File: config.mk
export PLATFORM = sky130hd
export DESIGN_NAME = imem_loader
export DESIGN_NICKNAME = d
export VERILOG_FILES = /design/src/rtl/imem_loader_pkg.sv /design/src/rtl/loader_timeout_cnt.sv /design/src/rtl/imem_loader.sv
export SDC_FILE = /design/constraint.sdc
export NUM_CORES = 1
export LEC_CHECK = 0
export ABC_AREA = 1
export CAP_MARGIN = 20
export CORE_ASPECT_RATIO = 1.2
export CORE_MARGIN = 2
export CORE_UTILIZATION = 25
export CTS_BUF_LIST = sky130_fd_sc_hd__clkbuf_4 sky130_fd_sc_hd__clkbuf_8
export DETAILED_ROUTE_END_ITERATION = 10
export PLACE_DENSITY_LB_ADDON = 0.3
export SYNTH_ARGS = -nofsm -noshare
export SYNTH_HDL_FRONTEND = slang
export SYNTH_SLANG_ARGS = --single-unit
File: constraint.sdc
create_clock -name clk -period 2.1 [get_ports clk]
set_input_delay 0.21 -clock clk [delete_from_list [all_inputs] [get_ports clk]]
set_output_delay 0.21 -clock clk [all_outputs]
set_load 0.02 [all_outputs]
File: src/rtl/imem_loader_pkg.sv
// Shared types and constants for the instruction-memory image loader.
package imem_loader_pkg;

  typedef enum logic [2:0] {
    ST_IDLE,
    ST_LEN0,
    ST_LEN1,
    ST_DATA,
    ST_WRITE,
    ST_DONE,
    ST_ERROR
  } loader_state_e;

  // Frame start marker used when no override is given.
  localparam logic [7:0] DEFAULT_SYNC_BYTE = 8'hA5;

  // Header is SYNC, LEN_LO, LEN_HI.
  localparam int unsigned HDR_LEN = 3;

endpackage

File: src/rtl/loader_timeout_cnt.sv
// Inactivity counter: counts enabled cycles since the last clear and
// saturates at LIMIT, where expired_o is raised while still enabled.
module loader_timeout_cnt #(
  parameter int unsigned LIMIT = 1_000_000
) (
  input  logic clk,
  input  logic reset,
  input  logic clr_i,
  input  logic en_i,
  output logic expired_o
);

  localparam int unsigned W = (LIMIT < 2) ? 1 : $clog2(LIMIT + 1);
  localparam logic [W-1:0] LIMIT_V = W'(LIMIT);

  logic [W-1:0] cnt_q;

  // Count enabled cycles, clear on request, hold once the limit is reached.
  always_ff @(posedge clk) begin
    if (reset || clr_i) begin
      cnt_q <= '0;
    end else if (en_i && (cnt_q != LIMIT_V)) begin
      cnt_q <= cnt_q + 1'b1;
    end
  end

  assign expired_o = en_i && (cnt_q == LIMIT_V);

endmodule

File: src/rtl/imem_loader.sv
// Instruction-memory loader: parses a framed UART byte stream, assembles
// little-endian 32-bit words, writes them to consecutive RAM words and
// keeps the core in reset until a complete image has been written.
module imem_loader
  import imem_loader_pkg::*;
#(
  parameter int unsigned ADDR_WIDTH     = 8,
  parameter logic [7:0]  SYNC_BYTE      = DEFAULT_SYNC_BYTE,
  parameter int unsigned TIMEOUT_CYCLES = 1_000_000
) (
  input  logic                  clk,
  input  logic                  reset,
  input  logic [7:0]            rx_data,
  input  logic                  rx_valid,
  output logic                  rx_ready,
  output logic                  mem_we,
  output logic [31:0]           mem_addr,
  output logic [31:0]           mem_wdata,
  output logic                  cpu_hold,
  output logic                  load_done,
  output logic                  load_err,
  output logic [ADDR_WIDTH:0]   words_written
);

  localparam logic [16:0] MAX_WORDS = 17'(2 ** ADDR_WIDTH);

  loader_state_e         state_q;
  logic                  rx_ready_q;
  logic                  mem_we_q;
  logic [31:0]           mem_addr_q;
  logic [31:0]           mem_wdata_q;
  logic                  cpu_hold_q;
  logic                  load_done_q;
  logic                  load_err_q;
  logic [ADDR_WIDTH:0]   words_written_q;
  logic [15:0]           len_q;
  logic [1:0]            byte_cnt_q;
  logic [ADDR_WIDTH-1:0] word_idx_q;
  logic [23:0]           word_q;

  logic                  accept;
  logic [15:0]           len_d;
  logic [ADDR_WIDTH:0]   words_written_d;
  logic                  tmo_en;
  logic                  tmo_clr;
  logic                  tmo_expired;

  assign accept          = rx_valid && rx_ready_q;
  assign len_d           = {rx_data, len_q[7:0]};
  assign words_written_d = words_written_q + 1'b1;
  assign tmo_en          = (state_q == ST_LEN0) || (state_q == ST_LEN1) ||
                           (state_q == ST_DATA);
  assign tmo_clr         = accept || !tmo_en;

  loader_timeout_cnt #(
    .LIMIT(TIMEOUT_CYCLES)
  ) u_timeout (
    .clk      (clk),
    .reset    (reset),
    .clr_i    (tmo_clr),
    .en_i     (tmo_en),
    .expired_o(tmo_expired)
  );

  // Frame FSM; outputs are registered on the edge that enters the state
  // they belong to, so mem_we/load_done are high exactly while in WRITE/DONE.
  always_ff @(posedge clk) begin
    if (reset) begin
      state_q         <= ST_IDLE;
      rx_ready_q      <= 1'b1;
      mem_we_q        <= 1'b0;
      mem_addr_q      <= '0;
      mem_wdata_q     <= '0;
      cpu_hold_q      <= 1'b0;
      load_done_q     <= 1'b0;
      load_err_q      <= 1'b0;
      words_written_q <= '0;
      len_q           <= '0;
      byte_cnt_q      <= '0;
      word_idx_q      <= '0;
      word_q          <= '0;
    end else begin
      mem_we_q    <= 1'b0;
      load_done_q <= 1'b0;
      rx_ready_q  <= 1'b1;
      unique case (state_q)
        ST_IDLE, ST_ERROR: begin
          if (accept && (rx_data == SYNC_BYTE)) begin
            state_q         <= ST_LEN0;
            cpu_hold_q      <= 1'b1;
            load_err_q      <= 1'b0;
            words_written_q <= '0;
          end
        end
        ST_LEN0: begin
          if (accept) begin
            len_q[7:0] <= rx_data;
            state_q    <= ST_LEN1;
          end else if (tmo_expired) begin
            state_q    <= ST_ERROR;
            load_err_q <= 1'b1;
          end
        end
        ST_LEN1: begin
          if (accept) begin
            len_q      <= len_d;
            byte_cnt_q <= '0;
            word_idx_q <= '0;
            if (len_d == '0) begin
              state_q     <= ST_DONE;
              load_done_q <= 1'b1;
            end else if ({1'b0, len_d} > MAX_WORDS) begin
              state_q    <= ST_ERROR;
              load_err_q <= 1'b1;
            end else begin
              state_q <= ST_DATA;
            end
          end else if (tmo_expired) begin
            state_q    <= ST_ERROR;
            load_err_q <= 1'b1;
          end
        end
        ST_DATA: begin
          if (accept) begin
            byte_cnt_q <= byte_cnt_q + 1'b1;
            unique case (byte_cnt_q)
              2'd0: word_q[7:0]   <= rx_data;
              2'd1: word_q[15:8]  <= rx_data;
              2'd2: word_q[23:16] <= rx_data;
              default: begin
                // The 4th byte goes straight into the write data so the
                // strobe can fire on the very next cycle.
                mem_we_q    <= 1'b1;
                mem_addr_q  <= 32'({word_idx_q, 2'b00});
                mem_wdata_q <= {rx_data, word_q};
                rx_ready_q  <= 1'b0;
                state_q     <= ST_WRITE;
              end
            endcase
          end else if (tmo_expired) begin
            state_q    <= ST_ERROR;
            load_err_q <= 1'b1;
          end
        end
        ST_WRITE: begin
          words_written_q <= words_written_d;
          word_idx_q      <= word_idx_q + 1'b1;
          if (17'(words_written_d) == {1'b0, len_q}) begin
            state_q     <= ST_DONE;
            load_done_q <= 1'b1;
          end else begin
            state_q <= ST_DATA;
          end
        end
        ST_DONE: begin
          cpu_hold_q <= 1'b0;
          state_q    <= ST_IDLE;
        end
        default: begin
          state_q <= ST_IDLE;
        end
      endcase
    end
  end

  assign rx_ready      = rx_ready_q;
  assign mem_we        = mem_we_q;
  assign mem_addr      = mem_addr_q;
  assign mem_wdata     = mem_wdata_q;
  assign cpu_hold      = cpu_hold_q;
  assign load_done     = load_done_q;
  assign load_err      = load_err_q;
  assign words_written = words_written_q;

endmodule

* After elaboration in Yosys (flattened, before gate mapping)
Cells that the tools add are included.
** Storage, ports and cells
- Flip-flop bits (word level) :: 127
- Bits in latches :: 0
- RAM bits :: 0
- Memory bits (read-only) :: 0
- Input port bits :: 11
- Output and inout bits :: 78
- Memories kept :: 0
** Operators by class
- $add $sub $neg :: 4
- Multipliers :: 0
- Divide/modulo/power cells :: 0
- $lt $le $gt $ge :: 1
- Equality and inequality tests :: 19
- Shift-type cells :: 0
- Mux-type cells :: 34
- Bitwise operators :: 4
- Reductions and logical operators :: 33
** Operators with widths (number)
- 8-bit case mux with 2 select lines :: 2
- 3-bit 2-to-1 mux :: 9
- 20-bit by 1-bit adder with 20-bit output (second input constant) :: 1
- 20-bit equality test (second input constant) :: 1
- 20-bit != test (second input constant) :: 1
- 9-bit case mux with 2 select lines :: 1
- 3-bit AND reduction :: 6
- 9-bit by 16-bit equality test with 1-bit output :: 1
- 16-bit by 9-bit > comparator with 1-bit output (second input constant) :: 1
- 16-bit logical NOT :: 1
- 8-bit 2-to-1 mux :: 2
- 3-bit case mux with 5 select lines :: 1
- 1-bit 2-to-1 mux :: 12
- 2-bit AND reduction :: 5
- 9-bit by 1-bit adder with 9-bit output (second input constant) :: 1
- 3-bit equality test (second input constant) :: 3
- 9-bit 2-to-1 mux :: 1
- 8-bit by 1-bit adder with 8-bit output (second input constant) :: 1
- 8-bit equality test (second input constant) :: 1
- 2-bit != test (second input constant) :: 4
- 2-bit nonzero test :: 4
- 3-bit by 2-bit equality test with 1-bit output (second input constant) :: 2
- 3-bit != test (second input constant) :: 2
- 3-bit OR reduction :: 2
- other kinds (18) :: 30

* Depth between registers and ports, before layout
Gate-level depths: netlist (run 1).
- Depth in word-level cells :: 7
- Gate-level depth with buffers :: 15
- Depth with buffers taken out :: 15

* Hierarchy
Synthesis (run 1) repeated with hierarchy kept, for this count alone.
** Second synthesis, totals
- Cells, all modules :: 854
- Area, all modules :: 5992.0 um2
** By module, submodules not included
- imem_loader :: times used 1, cells an instance 639, area each 4648.2 um2, seq. area each 2142.1 um2
- loader_timeout_cnt :: times used 1, cells an instance 215, area each 1343.8 um2, seq. area each 400.4 um2

* Worst setup path after synthesis (run 1)
No wires, ideal clock.
- Path kind :: register to register
- Start :: register words_written_q[0] (netlist: words_written[0])
- End :: register state_q[1]
- Arrival :: 1.715 ns
- Data required time :: 1.990 ns
- Slack :: 0.275 ns
- Stages on the path, launching flop included :: 13
- Path buffers :: 0
- Period minus slack after synthesis :: 1.825 ns
- Path through :: dfxtp_1 -> ha_1 -> nand3_2 -> xnor2_1 -> nor2_1 -> nor2_1 -> nand2_1 -> nor2_2 -> nand2_1 -> nand2_1 -> o211ai_1 -> nand2_1 -> inv_1
** On the way
- Cells in the longest elaborated chain, start to end :: 4
** RTL lines
- start: declaration :: line imem_loader.sv:35 : logic [ADDR_WIDTH:0] words_written_q;
- start signal: assignment :: line imem_loader.sv:146 : words_written_q <= words_written_d;
- 9-bit by 1-bit adder with 9-bit output :: line imem_loader.sv:50 : assign words_written_d = words_written_q + 1'b1;
- 9-bit by 16-bit equality test with 1-bit output :: line imem_loader.sv:148 : if (17'(words_written_d) == {1'b0, len_q}) begin
- 3-bit 2-to-1 mux :: line imem_loader.sv:148
- 3-bit case mux with 5 select lines :: line imem_loader.sv:86 : unique case (state_q)
- end signal: assignment :: line imem_loader.sv:89 : state_q <= ST_LEN0;
- end signal: assignment :: line imem_loader.sv:149 : state_q <= ST_DONE;
- end signal: assignment :: line imem_loader.sv:152 : state_q <= ST_DATA;
- end: declaration :: line imem_loader.sv:27 : loader_state_e state_q;
Every way passes these cells.
A chain may end at the register's enable or synchronous reset.

* Final worst setup path (run 1)
- Start :: register u_timeout.cnt_q[0]
- End :: register u_timeout.cnt_q[14]
** On the way
- Cells in the longest elaborated chain, start to end :: 2
- Elaborated cells between the ends (all ways) :: 3
** RTL lines
- start: declaration :: line loader_timeout_cnt.sv:16 : logic [W-1:0] cnt_q;
- start signal: assignment :: line loader_timeout_cnt.sv:23 : cnt_q <= cnt_q + 1'b1;
- parallel branches: the longest is 2 deep, another holds 20-bit by 1-bit adder with 20-bit output
Parallel ways; which one is timed is not known.

==> results of run 1 <==
==> stage by stage <==
step	total power (W)	instances	setup WS, ps	util [%]
after global routing	0.005990	1213	51.53	31.87
after CTS	0.005776	1213	219.7	31.85
after global placement	0.003450	1182	217.2	29.99
final	0.005697	1213	246.5	31.87
after floorplan	0.003211	823	275.2	-
after detailed placement	0.003451	1182	209.9	29.99
==> repair_timing <==
item	4_1_cts	5_1_grt
setup endpoints to repair	0	1
gates resized for setup	0	1
hold endpoints to repair	0	0
hold buffers	0	0
==> power groups by stage <==
stage	logic, W	clock network (W)	registers (W)
floorplan	0.000630	0	0.00258
detailed placement	0.000866	0	0.00259
CTS	0.000869	0.00238	0.00253
global route	0.000969	0.00248	0.00254
global placement	0.000863	0	0.00259
finish	0.000862	0.00230	0.00253
==> placed cells by master (no fill, tap or decap), types with 2 or more instances in the layout <==
cell type,count
buf_4,37
nand2_2,3
a311oi_1,2
nand3b_1,3
inv_2,11
xnor2_1,6
nand2_1,145
nor2_4,4
dfxtp_1,127
nor4_1,2
a21oi_1,95
xor2_1,6
nand4_1,14
inv_1,61
ha_1,8
nor2_1,86
o21ai_0,72
bufinv_16,3
o211ai_1,3
clkdlybuf4s50_1,64
nand3_2,2
nand3_1,50
nor2_2,8
a211oi_1,5
clkinv_4,3
inv_6,3
a21oi_2,3
nor3_1,9
nor3_2,6
conb_1,24
clkbuf_8,20
a221oi_1,2
==> area by class of cell <==
| class | instances | share of cell area, % |
|---|---|---|
| clock inverter | 11 | 2.105 |
| tap | 315 | 5.347 |
| inverter | 72 | 3.667 |
| sequential | 127 | 34.49 |
| clock buffer | 20 | 3.735 |
| timing repair buffer | 102 | 12.73 |
| multi-input combinational | 566 | 37.92 |
==> kinds of logic after synthesis <==
kind of cell | share of synthesized area [%]
xor+xnor | 1.790
fa+ha+maj | 1.705
compound gates | 16.94
flops | 43.31
other cells | 0.06388
simple gates | 25.47
buf+inv | 10.72
==> layer usage <==
layer	vias to the layer above	GRT usage, %	part of all wire [%]
met3	18	2.991	3.8
li1	2768	-	-
met2	113	23.23	50
met1	2372	15.68	45
met5	-	0	0
met4	0	4.731	1.7
==> worst min path at each step <==
| stage | startpoint | to | cells after the start |
|---|---|---|---|
| floorplan | rx_data[0] | word_q[0]$_SDFFE_PP0P_ | 2 |
| global placement | word_q[10]$_SDFFE_PP0P_ | word_q[10]$_SDFFE_PP0P_ | 2 |
| detailed placement | word_q[10]$_SDFFE_PP0P_ | word_q[10]$_SDFFE_PP0P_ | 2 |
| CTS | rx_data[4] | word_q[20]$_SDFFE_PP0P_ | 3 |
| global route | rx_data[4] | word_q[20]$_SDFFE_PP0P_ | 3 |
| finish | word_q[22]$_SDFFE_PP0P_ | word_q[22]$_SDFFE_PP0P_ | 2 |
==> critical path, stage by stage, from the launching register on <==
cell     delay, ps
dfxtp_1        330
buf_4          130
ha_1           200
nand2_1         90
nor2_1         200
nand3_1        160
nor4_1         330
xor2_1         180
nand2_1         60
a21oi_1        110
==> sequential cells by signal (all words and copies together), names as in the netlist <==
register / count
byte_cnt_q: 2
cpu_hold: 1
len_q: 16
load_done: 1
load_err: 1
mem_addr: 8
mem_wdata: 32
mem_we: 1
rx_ready: 1
state_q: 3
u_timeout.cnt_q: 20
word_idx_q: 8
word_q: 24
words_written: 9
==> impl_metrics.toml, run 1 <==
[status]
outcome = "complete, no violations"

[grt]
antenna_found_initial = 0
overflow = 0
grt_pass1_wl_mm = 25.68
grt.total_usage_pct = 13.20
grt_pass1_vias = 5043
grt_max_degree = 52

[logic_synthesis]
synth_edf_count = 0
synth_warnings = 0
synth_flop_cell = "dfxtp_1"
syn_area_per_cell_sq_um = 7.338
yosys.cell_count.top_type = "nand2_1"
synth_cell_types = 39
synth_top_area_share_pct = 43.31
synthTopCellsByCount = "145 x nand2_1, 127 x dfxtp_1, 95 x a21oi_1, 86 x nor2_1, 72 x o21ai_0"
yosys.area.top_type = "dfxtp_1"
ys_seq_area_share_pct = 43.31
synth_seq_cells = 127
synth_cells = 800
synth_area_leaders = "dfxtp_1 43%, nand2_1 9.3%, a21oi_1 8.1%"
synth-async-reset-ratio_pct = 0
synthesis.area_sq_um = 5871

[worst_setup_path]
worstPathRequired_ps = 2460
r2r_start = "u_timeout.cnt_q[0]$_SDFFE_PP0P_"
endpoint = "u_timeout.cnt_q[14]$_SDFFE_PP0P_"
ff2ff_setup_slack_ps = 250
reg2reg_to = "u_timeout.cnt_q[14]$_SDFFE_PP0P_"
reg2reg_depth = 9
cp.arrival_ps = 2220
cp_max_fo = 3
critical_path_class = "reg -> reg"
crit_path_start = "u_timeout.cnt_q[0]$_SDFFE_PP0P_"
start_kind = "flop"
worst_setup_path_end_kind = "flop"

[timing]
grt_setup_unrepaired = "false"
min_period_ps = 1854
setup_viol = 0
finClkSkew_ps = 10.39
setup-tns-final_ps = 0
max_freq_ghz = 0.5395
report.final.slew_viol_count = 0
period_share_pct = 88.26
timing.hold.ws_ps = 462.3
hold_violations = 0

[cells_and_area]
layout-drive-gt1-share_pct = 12.14
multi_input_area_sq_um = 2795
fin_area_sq_um = 7371
seqCellArea_sq_um = 2542
antenna_cells = 0
fill_cells = 2502
area_delta_synth_final_pct = 25.55
finalNetCount = 905

[clock_network]
htreeDepth = 4
clockBufferDepth = 2
cts_tree = "yes"
cts_setup_buffers = 0
cts-root-buf = "clkbuf_8"
path_clk_slew_ps = 80
clock_latency_ps = 440
cts.sinks = 127
numCtsBuffers = 17

[detailed_routing]
vias = 5271
vias_per_cell = 4.345
antenna_left = 0
drt-pass1-iter-count = 5
wl_per_cell_um = 12.87
drt_iter0_markers = 220
route.detailed.drc = 0
drt_wl_total_mm = 15.61

[floorplanning]
io_pins = 89
die_h_um = 171.9
std_cell_rows = 61
dieArea_sq_um = 24730
start_util_pct = 25.39
die-width_um = 143.9
design.core.area_sq_um = 23130

[power]
peakVddDrop_uv = 448.3
leakage_nw = 2.726
switchingPower_w = 0.001661
p_sw_share_pct = 29.16
p_per_area_nw_per_um2 = 772.9
p_clk_share_pct = 40.5
comb_power_share_pct = 15.1
p_int_w = 0.004036
sequentialPowerShare_pct = 44.4

[placed_design]
dp.final_hpwl_mm = 11.55
gp_congestion = 0.8583
io_buffers = 64
dpl_cell_area_sq_um = 6935

[job]
maxCapViolCount = 0

[worst_hold_path]
min_path_type = "reg -> reg"
Note: power is estimated with default switching activity, not from simulation.
==> run 2: changes to the inputs <==
- PLACE_DENSITY: default -> 0.54
- PLACE_DENSITY_LB_ADDON: 0.3 -> default
==> run 2 against run 1 <==
Effect of this change: via count is 0.99% higher; largest cell class unchanged; sequential cell count unchanged; sequential share of layout area fell by 0.064 points; worst hold slack hardly changed; critical endpoint is now u_timeout.cnt_q[10]$_SDFFE_PP0P_; clock power is 3% higher.
==> impl_metrics.toml, run 2 (synthesis gave the netlist of run 1 again) <==
[status]
outcome = "complete, no violations"

[worst_setup_path]
critPathBufInv = 1
cp_cell_sequence = "ha_1, nand2_1, nor2_1, nand3_1, nor2_2, inv_1, nor3_1, nand2_1, nand2_1, nor2_1"
cp_slowest_stage_delay_ps = 390
critical_path_class = "reg -> reg"
worst_setup_path_end_kind = "flop"
crit_path_frequent_cell = "nand2_1"
cpMaxStageDelayCell = "dfxtp_1"
start_kind = "flop"
critPathTopFamily = "simple AND/OR/NAND/NOR gates"
cp_max_fo = 4
worstPathRequired_ps = 2430
cp.arrival_ps = 2210

[timing]
finClkSkew_ps = 13.61
hold_violations = 0
max_freq_ghz = 0.5328
tightestPinTransition_ps = 498.8
relSlewSlack_pct = 66.49
min_period_ps = 1877
setup_viol = 0
period_share_pct = 89.38
report.final.slew_viol_count = 0

[grt]
grt_pass1_wl_mm = 25.49
grt_pass1_vias = 5058
overflow = 0
grt.total_usage_pct = 12.97
grt_max_degree = 68
antenna_found_initial = 0

[detailed_routing]
drt-pass1-iter-count = 4
vias = 5323
route.detailed.drc = 0
drt_iter0_markers = 302
vias_per_cell = 4.385
antenna_left = 0
drt_wl_total_mm = 15.43
wl_per_cell_um = 12.71

[clock_network]
cts.sinks = 127
cts_tree = "yes"
path_clk_slew_ps = 80
htreeDepth = 4
cts-root-buf = "clkbuf_8"
clockBufferDepth = 2
clock_latency_ps = 440
numCtsBuffers = 17

[floorplanning]
die_h_um = 171.9
die-width_um = 143.9
start_util_pct = 25.39
design.core.area_sq_um = 23130
io_pins = 89
std_cell_rows = 61
dieArea_sq_um = 24730

[cells_and_area]
mostFrequentLayoutCell = "nand2_1"
layout-drive-gt1-share_pct = 12.12
area_delta_synth_final_pct = 25.79
largest_register_ffs = 32
antenna_cells = 0
fin_util_pct = 31.93
finalNetCount = 905
layout_common_cells = "145 x nand2_1, 127 x dfxtp_1, 95 x a21oi_1"

[power]
p_per_area_nw_per_um2 = 785.1
leakage_nw = 2.727
peakVddDrop_uv = 407.6
p_total_w = 0.005798

[placed_design]
gp_congestion = 0.8357
dp.final_hpwl_mm = 11.32
io_buffers = 64

[worst_hold_path]
min_path_type = "reg -> reg"

[job]
maxCapViolCount = 0
==> run 2: cell types whose count changed in the layout (fill, tap and decap cells not counted) <==
cell	before	now
nor3_2	6	5
clkbuf_8	20	17
nand2_4	0	1
clkinv_4	3	5
clkinvlp_4	1	2
bufinv_16	3	4
nor3_1	9	10
nand2_2	3	2
==> run 2: metrics by stage <==
stage / TNS, ps / setup slack, ps / area [sq um] / instances / hold WS, ps
after detailed placement: 0 / 119.0 / 6920 / 1180 / 447.8
after global routing: -44.45 / -21.12 / 7385 / 1214 / 460.5
after floorplan: 0 / 275.2 / 5957 / 823 / 375.1
after global placement: 0 / 168.4 / 6920 / 1180 / 447.5
final: 0 / 223.1 / 7385 / 1214 / 462.8
after CTS: 0 / 120.1 / 7365 / 1212 / 452.4
==> run 2: path summary, 6_finish.rpt <==
kind                                    from                          endpoint  depth (start not counted)  slack, ps
max reg2reg  u_timeout.cnt_q[0]$_SDFFE_PP0P_  u_timeout.cnt_q[10]$_SDFFE_PP0P_                         10        220
min                  word_q[12]$_SDFFE_PP0P_           word_q[12]$_SDFFE_PP0P_                          2        460
max          u_timeout.cnt_q[0]$_SDFFE_PP0P_  u_timeout.cnt_q[10]$_SDFFE_PP0P_                         10        220
min reg2reg          word_q[12]$_SDFFE_PP0P_           word_q[12]$_SDFFE_PP0P_                          2        460
==> run 2: what timing repair did <==
| item | in CTS | in global routing |
|---|---|---|
| endpoints found under the hold margin | 0 | 0 |
| buffers inserted | 0 | 2 |
| gates resized for setup | 0 | 1 |
| endpoints found under the setup margin | 0 | 21 |
| hold buffers | 0 | 0 |
==> run 2: cell type report <==
class	instances	area, sq um
fillers	2505	15740
multi-input cells	566	2795
well taps	315	394.1
inverters	72	270.3
clock inverters	15	210.2
flip-flops and latches	127	2542
repair buffers	102	938.4
clock buffers	17	234.0
==> run 2: tightest hold or removal path, cell delays in order (launching register included) <==
cell	delay (ps)
dfxtp_1	310
inv_1	60
a21oi_1	50
==> run 2: metal layers <==
metal | GRT usage, % | wire, um | up-vias
li1 | - | - | 2767
met1 | 16.17 | 7074 | 2422
met2 | 22.01 | 7529 | 122
met3 | 3.434 | 644 | 12
met4 | 3.666 | 177 | 0
met5 | 0 | 0 | -
==> run 2: where the power goes <==
group	switching, W	leakage, nW	internal (W)
logic	0.000591	1.49	0.000302
registers	0.0000555	1.02	0.00248
clock network	0.00106	0.217	0.00131
==> run 3: changes to the inputs <==
- CTS_CLUSTER_SIZE: default -> 16
==> results of run 3 <==
No change in the layout: final DEF, timing and power equal those of run 2.
